$ cat src/rtl/event_flasher_pkg.sv
// event_flasher_pkg
// Shared definitions for the LED-indicator blocks (event_flasher, debounce, PWM):
//   - flash_state_e : 2-bit FSM encoding IDLE / ON / OFF
//   - ms_to_cycles  : milliseconds -> clock cycles at a given clock frequency
//   - timer_width   : down-timer width able to hold max(a, b) - 1, never 0 bits
package event_flasher_pkg;

  typedef enum logic [1:0] {
    ST_IDLE = 2'd0,
    ST_ON   = 2'd1,
    ST_OFF  = 2'd2
  } flash_state_e;

  function automatic int unsigned ms_to_cycles(input int unsigned clk_freq,
                                               input int unsigned ms);
    return (clk_freq / 1000) * ms;
  endfunction

  // A timer loaded with (n - 1) needs clog2(n) bits; clamp to 1 so a
  // one-cycle phase still gets a legal vector.
  function automatic int unsigned timer_width(input int unsigned a,
                                              input int unsigned b);
    int unsigned m;
    m = (a > b) ? a : b;
    return (m <= 1) ? 1 : $clog2(m);
  endfunction

endpackage

$ cat src/rtl/event_flasher_down_timer.sv
// down_timer
// Loadable down-counter with a zero flag. A load takes priority; otherwise the
// count decrements and rests at zero.
// Ports:
//   clk, reset_n        : clock, asynchronous active-low reset (count -> 0)
//   load                : load load_val on this edge
//   load_val [W-1:0]    : value to load
//   count    [W-1:0]    : current count (registered)
//   zero                : count == 0
module down_timer #(
  parameter int unsigned W = 4
) (
  input  logic         clk,
  input  logic         reset_n,
  input  logic         load,
  input  logic [W-1:0] load_val,
  output logic [W-1:0] count,
  output logic         zero
);

  always_ff @(posedge clk or negedge reset_n) begin
    if (!reset_n) begin
      count <= '0;
    end else if (load) begin
      count <= load_val;
    end else if (count != '0) begin
      count <= count - W'(1);
    end
  end

  assign zero = (count == '0);

endmodule

$ cat src/rtl/event_flasher.sv
// event_flasher
// Turns single-cycle events into human-visible LED flashes: each accepted event
// gives ON_CYCLES of LED on followed by OFF_CYCLES of LED off. Events arriving
// while a flash is running are counted (saturating) and replayed back-to-back.
// Ports:
//   clk, reset_n          : clock, asynchronous active-low reset
//   event_in              : one event per cycle sampled high
//   led_out               : registered LED drive, 1 = on (high exactly in ON)
//   busy                  : registered, 1 whenever the FSM is not IDLE
//   pending [PEND_W-1:0]  : registered count of queued, not yet flashed events
//   overflow              : registered one-cycle pulse when an event is dropped
//   state_dbg [1:0]       : current FSM state (flash_state_e encoding)
// Handshake: event_in is a fire-and-forget pulse with no ready; every sampled
// high cycle is either flashed, queued, or dropped with an overflow pulse.
import event_flasher_pkg::*;

module event_flasher #(
  parameter int unsigned CLK_FREQ = 100_000_000,
  parameter int unsigned ON_MS    = 50,
  parameter int unsigned OFF_MS   = 50,
  parameter int unsigned PEND_W   = 4
) (
  input  logic              clk,
  input  logic              reset_n,
  input  logic              event_in,
  output logic              led_out,
  output logic              busy,
  output logic [PEND_W-1:0] pending,
  output logic              overflow,
  output logic [1:0]        state_dbg
);

  localparam int unsigned ON_CYCLES  = ms_to_cycles(CLK_FREQ, ON_MS);
  localparam int unsigned OFF_CYCLES = ms_to_cycles(CLK_FREQ, OFF_MS);
  localparam int unsigned TIMER_W    = timer_width(ON_CYCLES, OFF_CYCLES);

  localparam logic [TIMER_W-1:0] ON_LOAD  = TIMER_W'(ON_CYCLES - 1);
  localparam logic [TIMER_W-1:0] OFF_LOAD = TIMER_W'(OFF_CYCLES - 1);
  localparam logic [PEND_W-1:0]  PEND_MAX = {PEND_W{1'b1}};

  flash_state_e       state, next_state;
  logic               timer_load;
  logic [TIMER_W-1:0] timer_load_val;
  logic [TIMER_W-1:0] timer_count;
  logic               timer_zero;
  logic               off_to_on;
  logic               inc, dec;
  logic [PEND_W-1:0]  pending_next;
  logic               overflow_next;

  down_timer #(.W(TIMER_W)) u_timer (
    .clk      (clk),
    .reset_n  (reset_n),
    .load     (timer_load),
    .load_val (timer_load_val),
    .count    (timer_count),
    .zero     (timer_zero)
  );

  always_comb begin
    next_state     = state;
    timer_load     = 1'b0;
    timer_load_val = '0;
    off_to_on      = 1'b0;
    case (state)
      ST_IDLE: begin
        if (event_in) begin
          next_state     = ST_ON;
          timer_load     = 1'b1;
          timer_load_val = ON_LOAD;
        end
      end
      ST_ON: begin
        if (timer_zero) begin
          next_state     = ST_OFF;
          timer_load     = 1'b1;
          timer_load_val = OFF_LOAD;
        end
      end
      ST_OFF: begin
        if (timer_zero) begin
          if ((pending != '0) || event_in) begin
            next_state     = ST_ON;
            timer_load     = 1'b1;
            timer_load_val = ON_LOAD;
            off_to_on      = 1'b1;
          end else begin
            next_state = ST_IDLE;
          end
        end
      end
      default: next_state = ST_IDLE;
    endcase
  end

  // A restart always prefers the queue: with pending > 0 the new event is
  // queued while a queued one is consumed; with pending == 0 the new event
  // is flashed directly and never enters the queue.
  always_comb begin
    inc           = event_in && ((state == ST_ON) || (state == ST_OFF)) &&
                    !(off_to_on && (pending == '0));
    dec           = off_to_on && (pending != '0);
    pending_next  = pending;
    overflow_next = 1'b0;
    if (inc && !dec) begin
      if (pending == PEND_MAX) begin
        overflow_next = 1'b1;
      end else begin
        pending_next = pending + PEND_W'(1);
      end
    end else if (dec && !inc) begin
      pending_next = pending - PEND_W'(1);
    end
  end

  always_ff @(posedge clk or negedge reset_n) begin
    if (!reset_n) begin
      state    <= ST_IDLE;
      led_out  <= 1'b0;
      busy     <= 1'b0;
      pending  <= '0;
      overflow <= 1'b0;
    end else begin
      state    <= next_state;
      led_out  <= (next_state == ST_ON);
      busy     <= (next_state != ST_IDLE);
      pending  <= pending_next;
      overflow <= overflow_next;
    end
  end

  assign state_dbg = state;

endmodule

$ cat config.mk
export PLATFORM = sky130hd
export DESIGN_NAME = event_flasher
export DESIGN_NICKNAME = d
export VERILOG_FILES = /design/src/rtl/event_flasher_pkg.sv /design/src/rtl/event_flasher_down_timer.sv /design/src/rtl/event_flasher.sv
export SDC_FILE = /design/constraint.sdc
export NUM_CORES = 1
export LEC_CHECK = 0
export BUFFER_PORTS_ARGS = -buffer_cell sky130_fd_sc_hd__buf_4
export CAP_MARGIN = 20
export CORE_MARGIN = 8
export CORE_UTILIZATION = 40
export DETAILED_ROUTE_END_ITERATION = 16
export GPL_TIMING_DRIVEN = 0
export PLACE_DENSITY = 0.58
export SETUP_SLACK_MARGIN = 0.3
export SKIP_LAST_GASP = 1
export SLEW_MARGIN = 40
export SYNTH_ARGS = -nofsm -noshare
export SYNTH_HDL_FRONTEND = slang
export SYNTH_SLANG_ARGS = --single-unit
$ cat constraint.sdc
create_clock -name clk -period 5.15 [get_ports clk]
set_input_delay 1.545 -clock clk [delete_from_list [all_inputs] [get_ports clk]]
set_output_delay 1.545 -clock clk [all_outputs]
set_load 0.05 [all_outputs]
==> flow_summary.rst, run 1 <==
.. list-table::
   :header-rows: 1

   * - Metric
     - Value
   * - Run status
     - finished clean
   * - Final worst path period need
     - 2.92 ns
   * - Fraction of layout instances using a drive strength above 1
     - 15.0%
   * - Peak supply drop
     - 0.000227 V
   * - Total area of multi-input combinational cells
     - 1100 um2
   * - Share of synthesized flip-flops with an asynchronous set or reset
     - 100%
   * - Effective utilization at floorplan
     - 41.5%
   * - Port-buffer cells
     - 11
   * - Worst path slowest cell
     - and4_1
   * - Number of nets with antenna violations after detailed routing
     - 0
   * - Core occupancy in the finished layout
     - 47.3%
   * - Detailed-routing iteration count for the pre-antenna-repair pass
     - 4
   * - Clock buffers created by TritonCTS
     - 5
   * - Overall global routing resource usage
     - 13.1%
   * - Vias per Instance
     - 5.42
   * - Slew at the pin with the worst max-slew slack
     - 0.544 ns
   * - Most frequent standard cell in the layout excluding fill and tap cells
     - dfrtp_1
   * - Total gr overflow
     - 0
   * - Cell chain of the critical path
     - clkbuf_1, inv_1, ha_1, nor3b_1, and4_1, a31oi_2, inv_1, ha_1, a21o_1, a21oi_1, mux2i_1
   * - Sequential fraction of the synthesis area
     - 40.8%
   * - Die height
     - 86.0 um
   * - Fraction of the mapped netlist area in simple logic gates
     - 24.9%
   * - Maximum clock rate
     - 343 MHz
   * - Critical path start-end classification
     - reg -> reg
   * - Synthesized net count
     - 212
   * - Synthesis warning total
     - 0
   * - Number of enable flip-flop cells after synthesis
     - 0
   * - Post-Layout Inst Area
     - 2240 um2
   * - Final worst-path cycle share
     - 56.7%
   * - Rel. slew slack
     - 62.8%
   * - #FFs+latches synth
     - 32
   * - Area fraction in compound gates after synthesis
     - 16.3%
   * - Detailed Route WL
     - 4450 um
   * - Antenna violations before repair
     - 0
   * - Clk root buf
     - clkbuf_8
   * - Final Hold Violating Endpoints
     - 0
   * - # rows
     - 25
   * - Die Wd
     - 86.0 um
   * - Share of synthesized area spent on multiplexers
     - 2.55%
   * - Setup Viol. Count Final
     - 0
   * - H-tree level count
     - 2
   * - Source-to-sink clock delay at the later pin of the worst-skew pair
     - 0.29 ns
   * - Clock transition at path regs
     - 0.07 ns
   * - Commonest non-fill, non-tap cells in the layout
     - dfrtp_1, nand2_1, nor2_1
   * - Path depth of the worst reg2reg path
     - 11
   * - Final worst clock skew
     - 0.00867 ns
   * - Buffer depth of the longest clock path
     - 2
   * - Number of library cell types mapped by synthesis
     - 51
   * - Total Nets Final
     - 230
   * - Category of the worst setup path capture point
     - flip-flop
   * - Post-CTS setup buffer count
     - 0
   * - Highest net fanout along the worst path
     - 8
   * - Setup repair after global routing missed its margin
     - false
   * - Fin cells
     - 287
   * - Number of top-level pins
     - 12
   * - P&R area growth vs syn
     - 14.0%
   * - Count of mapped cells out of synthesis
     - 201
   * - Hold Path Stages
     - 2
   * - Half-perimeter wire length after placement
     - 3140 um
   * - Leakage power of the design
     - 0.841 nW
   * - Top flip-flop cell by instance count after synthesis
     - dfrtp_1
   * - Count of placed standard cells including taps
     - 279
   * - Wire length of the first global-routing pass
     - 7620 um
   * - Count of antenna diodes in the layout
     - 0
   * - Path category of the worst min-delay check
     - reg -> reg
   * - Post-CTS Hold Buffers
     - 0
   * - Number of violations of the max-capacitance limit
     - 0
   * - Data required time at the worst endpoint
     - 5.36 ns
   * - Total area of sequential cells
     - 801 um2
   * - Launching element type of the critical path
     - flip-flop
   * - Average cell area after synthesis
     - 9.76 um2
   * - Mapped Area
     - 1960 um2
   * - Filler cell count
     - 437
   * - Largest family of logic cells by synthesized area
     - simple AND/OR/NAND/NOR gates
   * - Placer Congestion
     - 0.825
   * - Core Area
     - 4720 um2
   * - Biggest cell delay along the critical path
     - 0.44 ns
   * - Post-cts gate resize count
     - 0
   * - CTS tree
     - built
   * - Total count of max-transition violations in the final report
     - 0
   * - Via count
     - 1555
   * - Detailed Route Iter0 Violations
     - 110
   * - Worst Path Arrival
     - 3.13 ns
   * - Setup TNS after final layout
     - 0 ns
   * - Via count of the first global-routing pass
     - 1477
   * - Power per standard cell area
     - 467 nW/um2
   * - Maximum number of pins on one net before global-route repair
     - 33
   * - Die Outline Area
     - 7400 um2
   * - Drt drc
     - 0
   * - Adder-cell share of the synthesized area
     - 5.48%
   * - TritonCTS Sinks
     - 32
   * - Area after detailed placement
     - 2130 um2
   * - WL per Instance
     - 15.5 um
   * - Xor and xnor fraction of the mapped netlist area
     - 6.70%
worst paths after layout:
check | from | to | slack, ns
setup / recovery | u_timer.count[1]$_DFFE_PN0P_ | pending[3]$_DFFE_PN0P_ | 2.23
hold / removal | u_timer.count[22]$_DFFE_PN0P_ | u_timer.count[22]$_DFFE_PN0P_ | 0.53
setup reg to reg | u_timer.count[1]$_DFFE_PN0P_ | pending[3]$_DFFE_PN0P_ | 2.23
hold reg to reg | u_timer.count[22]$_DFFE_PN0P_ | u_timer.count[22]$_DFFE_PN0P_ | 0.53
max in group asynchronous | reset_n | pending[1]$_DFFE_PN0P_ | 3.66
min in group asynchronous | reset_n | u_timer.count[3]$_DFFE_PN0P_ | 1.18
critical path: cells and delay by family, from the launching register on:
family | cells | cell delay [ns]
AOI/OAI and AO/OA | 3 | 0.52
adders and majority gates | 2 | 0.45
buffers and inverters | 3 | 0.48
DFF | 1 | 0.36
muxes | 1 | 0.20
and+or+nand+nor | 2 | 0.83
registers in the layout (all words and copies together) (netlist names):
register and count:
u_timer.count 23, pending 4, state_dbg 2, busy 1
led_out 1, overflow 1
Yosys cell counts (all sizes together) (2+ instances only):
cell type | n | area, um2
mux2 | 2 | 30.0
a2111oi | 3 | 26.3
o31ai | 3 | 22.5
nor2 | 13 | 48.8
and2 | 2 | 12.5
buf | 3 | 30.0
mux2i | 2 | 20.0
dfrtp | 32 | 801
nor4 | 4 | 37.5
nand3 | 6 | 35.0
inv | 8 | 30.0
nand2 | 22 | 85.1
o21ai | 8 | 40.0
o211ai | 3 | 22.5
or4 | 7 | 56.3
nand4 | 8 | 50.1
and4 | 2 | 17.5
o41ai | 2 | 17.5
and3 | 3 | 18.8
or3 | 6 | 37.5
a21oi | 11 | 55.1
a31oi | 2 | 18.8
xor2 | 4 | 35.0
xnor2 | 11 | 96.3
ha | 7 | 87.6
nor3 | 10 | 66.3
power breakdown:
part / total [mW] / switching [mW] / internal, mW
sequential: 0.363 / 0.0621 / 0.301
clock: 0.241 / 0.0979 / 0.144
combinational: 0.440 / 0.269 / 0.171
total: 1.04 / 0.429 / 0.615
layout make-up:
cell class                 instances  share of cell area [%]
multi-input combinational        157                    49.1
sequential                        32                    35.8
tap                               67                    3.75
timing repair buffer              11                    3.69
clock buffer                       6                    3.25
clock inverter                     2                    1.57
buffer                             4                    1.51
inverter                           8                    1.34
stage by stage:
step	total power, mW	hold slack (ns)	setup slack [ns]
after floorplan	0.687	0.489	2.20
after CTS	1.06	0.534	2.22
final	1.04	0.531	2.23
after detailed placement	0.809	0.517	1.96
after global placement	0.805	0.523	1.95
after global routing	1.12	0.578	1.94
routing by layer:
metal	part of all wire, %	global-route usage (%)	vias to the layer above
met1	50	17.7	733
met5	0	0	-
li1	-	-	796
met3	2.5	2.29	5
met2	46	19.7	21
met4	1.5	6.05	0
cells by family after synthesis:
kind of cell,after synthesis
AND/OR/NAND/NOR,86
AO/OA/AOI/OAI,44
flip-flops,32
XOR/XNOR,15
buffers and inverters,12
adder cells (fa/ha/maj),8
multiplexers,4
Power figures use the tool's default switching activity.
==> inputs of run 2 (changes only) <==
==> constraint.sdc (replaced) <==
create_clock -name clk -period 2.8 [get_ports clk]
set_input_delay 0.84 -clock clk [delete_from_list [all_inputs] [get_ports clk]]
set_output_delay 0.84 -clock clk [all_outputs]
set_load 0.05 [all_outputs]
==> run 2 against run 1 <==
Net effect: wire length increased by 3.3%; utilization is 2.5 points higher; cell count increased by 2.1%; die area is the same; global-route usage rose by 0.083 points; first-iteration DRC count rose by 22%; combinational power grew 100%; setup slack lost 1.9 ns; sequential cell count unchanged; highest routed layer unchanged.
==> flow_summary.rst, run 2 (synthesis gave the netlist of run 1 again) <==
.. list-table::
   :header-rows: 1

   * - Metric
     - Value
   * - Run status
     - finished clean
   * - Highest net fanout along the worst path
     - 5 (-3)
   * - Critical path start-end classification
     - reg -> reg
   * - Clock transition at path regs
     - 0.07 ns (about the same)
   * - Commonest non-fill, non-tap cells in the layout
     - dfrtp_1, nand2_1, buf_4
   * - Power consumption
     - 2.05 mW (+96%)
   * - Leakage power of the design
     - 0.886 nW (+5.4%)
   * - Slew at the pin with the worst max-slew slack
     - 0.571 ns (+0.0275 ns)
   * - # rows
     - 25 (unchanged)
   * - Count of placed standard cells including taps
     - 279 (unchanged)
   * - Top register by number of flip-flops
     - u_timer.count
   * - H-tree level count
     - 2 (unchanged)
   * - Clock buffers created by TritonCTS
     - 5 (unchanged)
   * - Worst slack, placed
     - -0.0609 ns (-2.02 ns)
   * - Worst path slowest cell
     - or4_4
   * - Power per standard cell area
     - 871 nW/um2 (+86%)
   * - Data required time at the worst endpoint
     - 2.97 ns (-2.39 ns)
   * - P&R area growth vs syn
     - 20.0%
   * - Maximum clock rate
     - 410 MHz (+20%)
   * - Path category of the worst min-delay check
     - in -> async
   * - Detailed-routing iteration count for the pre-antenna-repair pass
     - 4 (unchanged)
   * - Buffer depth of the longest clock path
     - 2 (unchanged)
   * - Category of the worst setup path capture point
     - flip-flop
   * - Number of top-level pins
     - 12 (unchanged)
   * - Maximum number of pins on one net before global-route repair
     - 33 (unchanged)
   * - Fin cells
     - 293 (+2.1%)
   * - Antenna violations before repair
     - 0 (unchanged)
   * - Vias per Instance
     - 5.57 (+2.9%)
   * - Drt drc
     - 0 (unchanged)
   * - Effective utilization at floorplan
     - 41.5% (unchanged)
   * - Reg2reg end
     - pending[2]$_DFFE_PN0P_
   * - Source-to-sink clock delay at the later pin of the worst-skew pair
     - 0.29 ns (about the same)
   * - Final hold slack
     - 0.480 ns (-0.0504 ns)
   * - WL per Instance
     - 15.7 um (+1.2%)
   * - Die height
     - 86.0 um (unchanged)
   * - Number of nets with antenna violations after detailed routing
     - 0 (unchanged)
   * - Worst Path Arrival
     - 2.61 ns (-0.52 ns)
   * - Die Outline Area
     - 7400 um2 (unchanged)
   * - Overall global routing resource usage
     - 13.2% (+0.083 points)
   * - Final worst-path cycle share
     - 87.2% (+31 points)
   * - Number of violations of the max-capacitance limit
     - 0 (unchanged)
   * - Total count of max-transition violations in the final report
     - 0 (unchanged)
   * - Placer Congestion
     - 0.837 (+1.5%)
   * - Core occupancy in the finished layout
     - 49.8% (+2.5 points)
   * - TritonCTS Sinks
     - 32 (unchanged)
   * - Via count of the first global-routing pass
     - 1513 (+2.4%)
   * - Clk root buf
     - clkbuf_8
   * - R2R Setup Slk
     - 0.36 ns (-1.87 ns)
   * - Port-buffer cells
     - 11 (unchanged)
   * - Final worst path period need
     - 2.44 ns (-0.477 ns)
   * - Half-perimeter wire length after placement
     - 3110 um (-0.73%)
   * - Path depth of the worst reg2reg path
     - 7 (-4)
   * - Max FFs per register
     - 23 (unchanged)
   * - Worst r2r src
     - pending[0]$_DFFE_PN0P_
   * - Setup Viol. Count Final
     - 0 (unchanged)
   * - Die Wd
     - 86.0 um (unchanged)
   * - Final worst clock skew
     - 0.00737 ns (-0.00129 ns)
   * - Most frequent standard cell in the layout excluding fill and tap cells
     - dfrtp_1
   * - Final critical-path setup slack
     - 0.359 ns (-1.87 ns)
   * - Wire length of the first global-routing pass
     - 7660 um (+0.55%)
   * - Core Area
     - 4720 um2 (unchanged)
   * - Total Nets Final
     - 236 (+2.6%)
   * - Launching element type of the critical path
     - flip-flop
   * - Setup repair after global routing missed its margin
     - true
   * - Detailed Route Iter0 Violations
     - 134 (+22%)
   * - Biggest cell delay along the critical path
     - 0.56 ns (+0.12 ns)
   * - Peak supply drop
     - 0.000607 V (+170%)
   * - Cell chain of the critical path
     - or4_4, o21a_4, a31oi_4, inv_2, fa_1, xor2_1, mux2_4
   * - Filler cell count
     - 434 (-0.69%)
   * - CTS tree
     - built
   * - Via count
     - 1633 (+5.0%)
   * - Detailed Route WL
     - 4600 um (+3.3%)
   * - Fraction of layout instances using a drive strength above 1
     - 23.5% (+8.5 points)
   * - Rel. slew slack
     - 60.9% (-1.9 points)
   * - Count of antenna diodes in the layout
     - 0 (unchanged)
   * - Final Hold Violating Endpoints
     - 0 (unchanged)
   * - Total gr overflow
     - 0 (unchanged)
## run 2: cell types whose count changed in the layout (fill, tap and decap cells not counted), moves of 2 or more
cell	before	now
clkbuf_1	2	0
dfrtp_2	0	3
buf_4	12	18
clkbuf_8	5	7
dfrtp_1	32	29
## run 2: critical path: cells and delay by family (launching register included)
family	cells	cell delay, ns
fa+ha+maj	1	0.38
xor+xnor	1	0.15
flops	1	0.45
buf+inv	1	0.09
mux	1	0.26
compound gates	2	0.45
simple gates	1	0.56
## run 2: layout make-up
type / count / area (um2) / share of cell area, %
multi-input combinational: 157 / 1150 / 48.7
sequential: 32 / 805 / 34.2
timing repair buffer: 17 / 128 / 5.42
clock buffer: 7 / 96.3 / 4.09
tap: 67 / 83.8 / 3.56
buffer: 4 / 35.0 / 1.49
clock inverter: 1 / 30.0 / 1.28
inverter: 8 / 30.0 / 1.28
## run 2: how the worst max path moves through the flow
stage	depth (start not counted)	end	from	slack, ns
4_1_cts	11	pending[3]$_DFFE_PN0P_	u_timer.count[1]$_DFFE_PN0P_	0.30
2_1_floorplan	7	pending[2]$_DFFE_PN0P_	pending[3]$_DFFE_PN0P_	0.31
3_3_place_gp	11	pending[3]$_DFFE_PN0P_	u_timer.count[1]$_DFFE_PN0P_	-0.05
5_1_grt	8	pending[3]$_DFFE_PN0P_	pending[0]$_DFFE_PN0P_	0.23
6_report	7	pending[2]$_DFFE_PN0P_	pending[0]$_DFFE_PN0P_	0.36
3_5_place_dp	11	pending[3]$_DFFE_PN0P_	u_timer.count[1]$_DFFE_PN0P_	-0.06
## run 2: repair_timing
action	CTS	global route
hold buffers	0	0
setup endpoints to repair	13	5
gates resized for setup	6	5
pin swaps	0	2
setup buffers	0	6
## run 2: stage by stage
step | instance area (um2) | setup TNS [ns]
2_1_floorplan | 1980 | 0
3_3_place_gp | 2140 | -0.0481
3_5_place_dp | 2140 | -0.0651
4_1_cts | 2290 | 0
5_1_grt | 2350 | 0
6_report | 2350 | 0
## run 2: routing by layer
layer	global-route usage [%]	vias up	routed length [um]
met5	0	-	0
met4	4.78	0	56
met3	3.53	4	237
met2	19.9	34	2200
met1	17.4	790	2100
li1	-	805	-
## run 2: report_power, final
| part | switching, mW | total, mW | internal [mW] |
|---|---|---|---|
| clock | 0.174 | 0.488 | 0.314 |
| combinational | 0.514 | 0.891 | 0.377 |
| sequential | 0.111 | 0.670 | 0.559 |
| total | 0.800 | 2.05 | 1.25 |
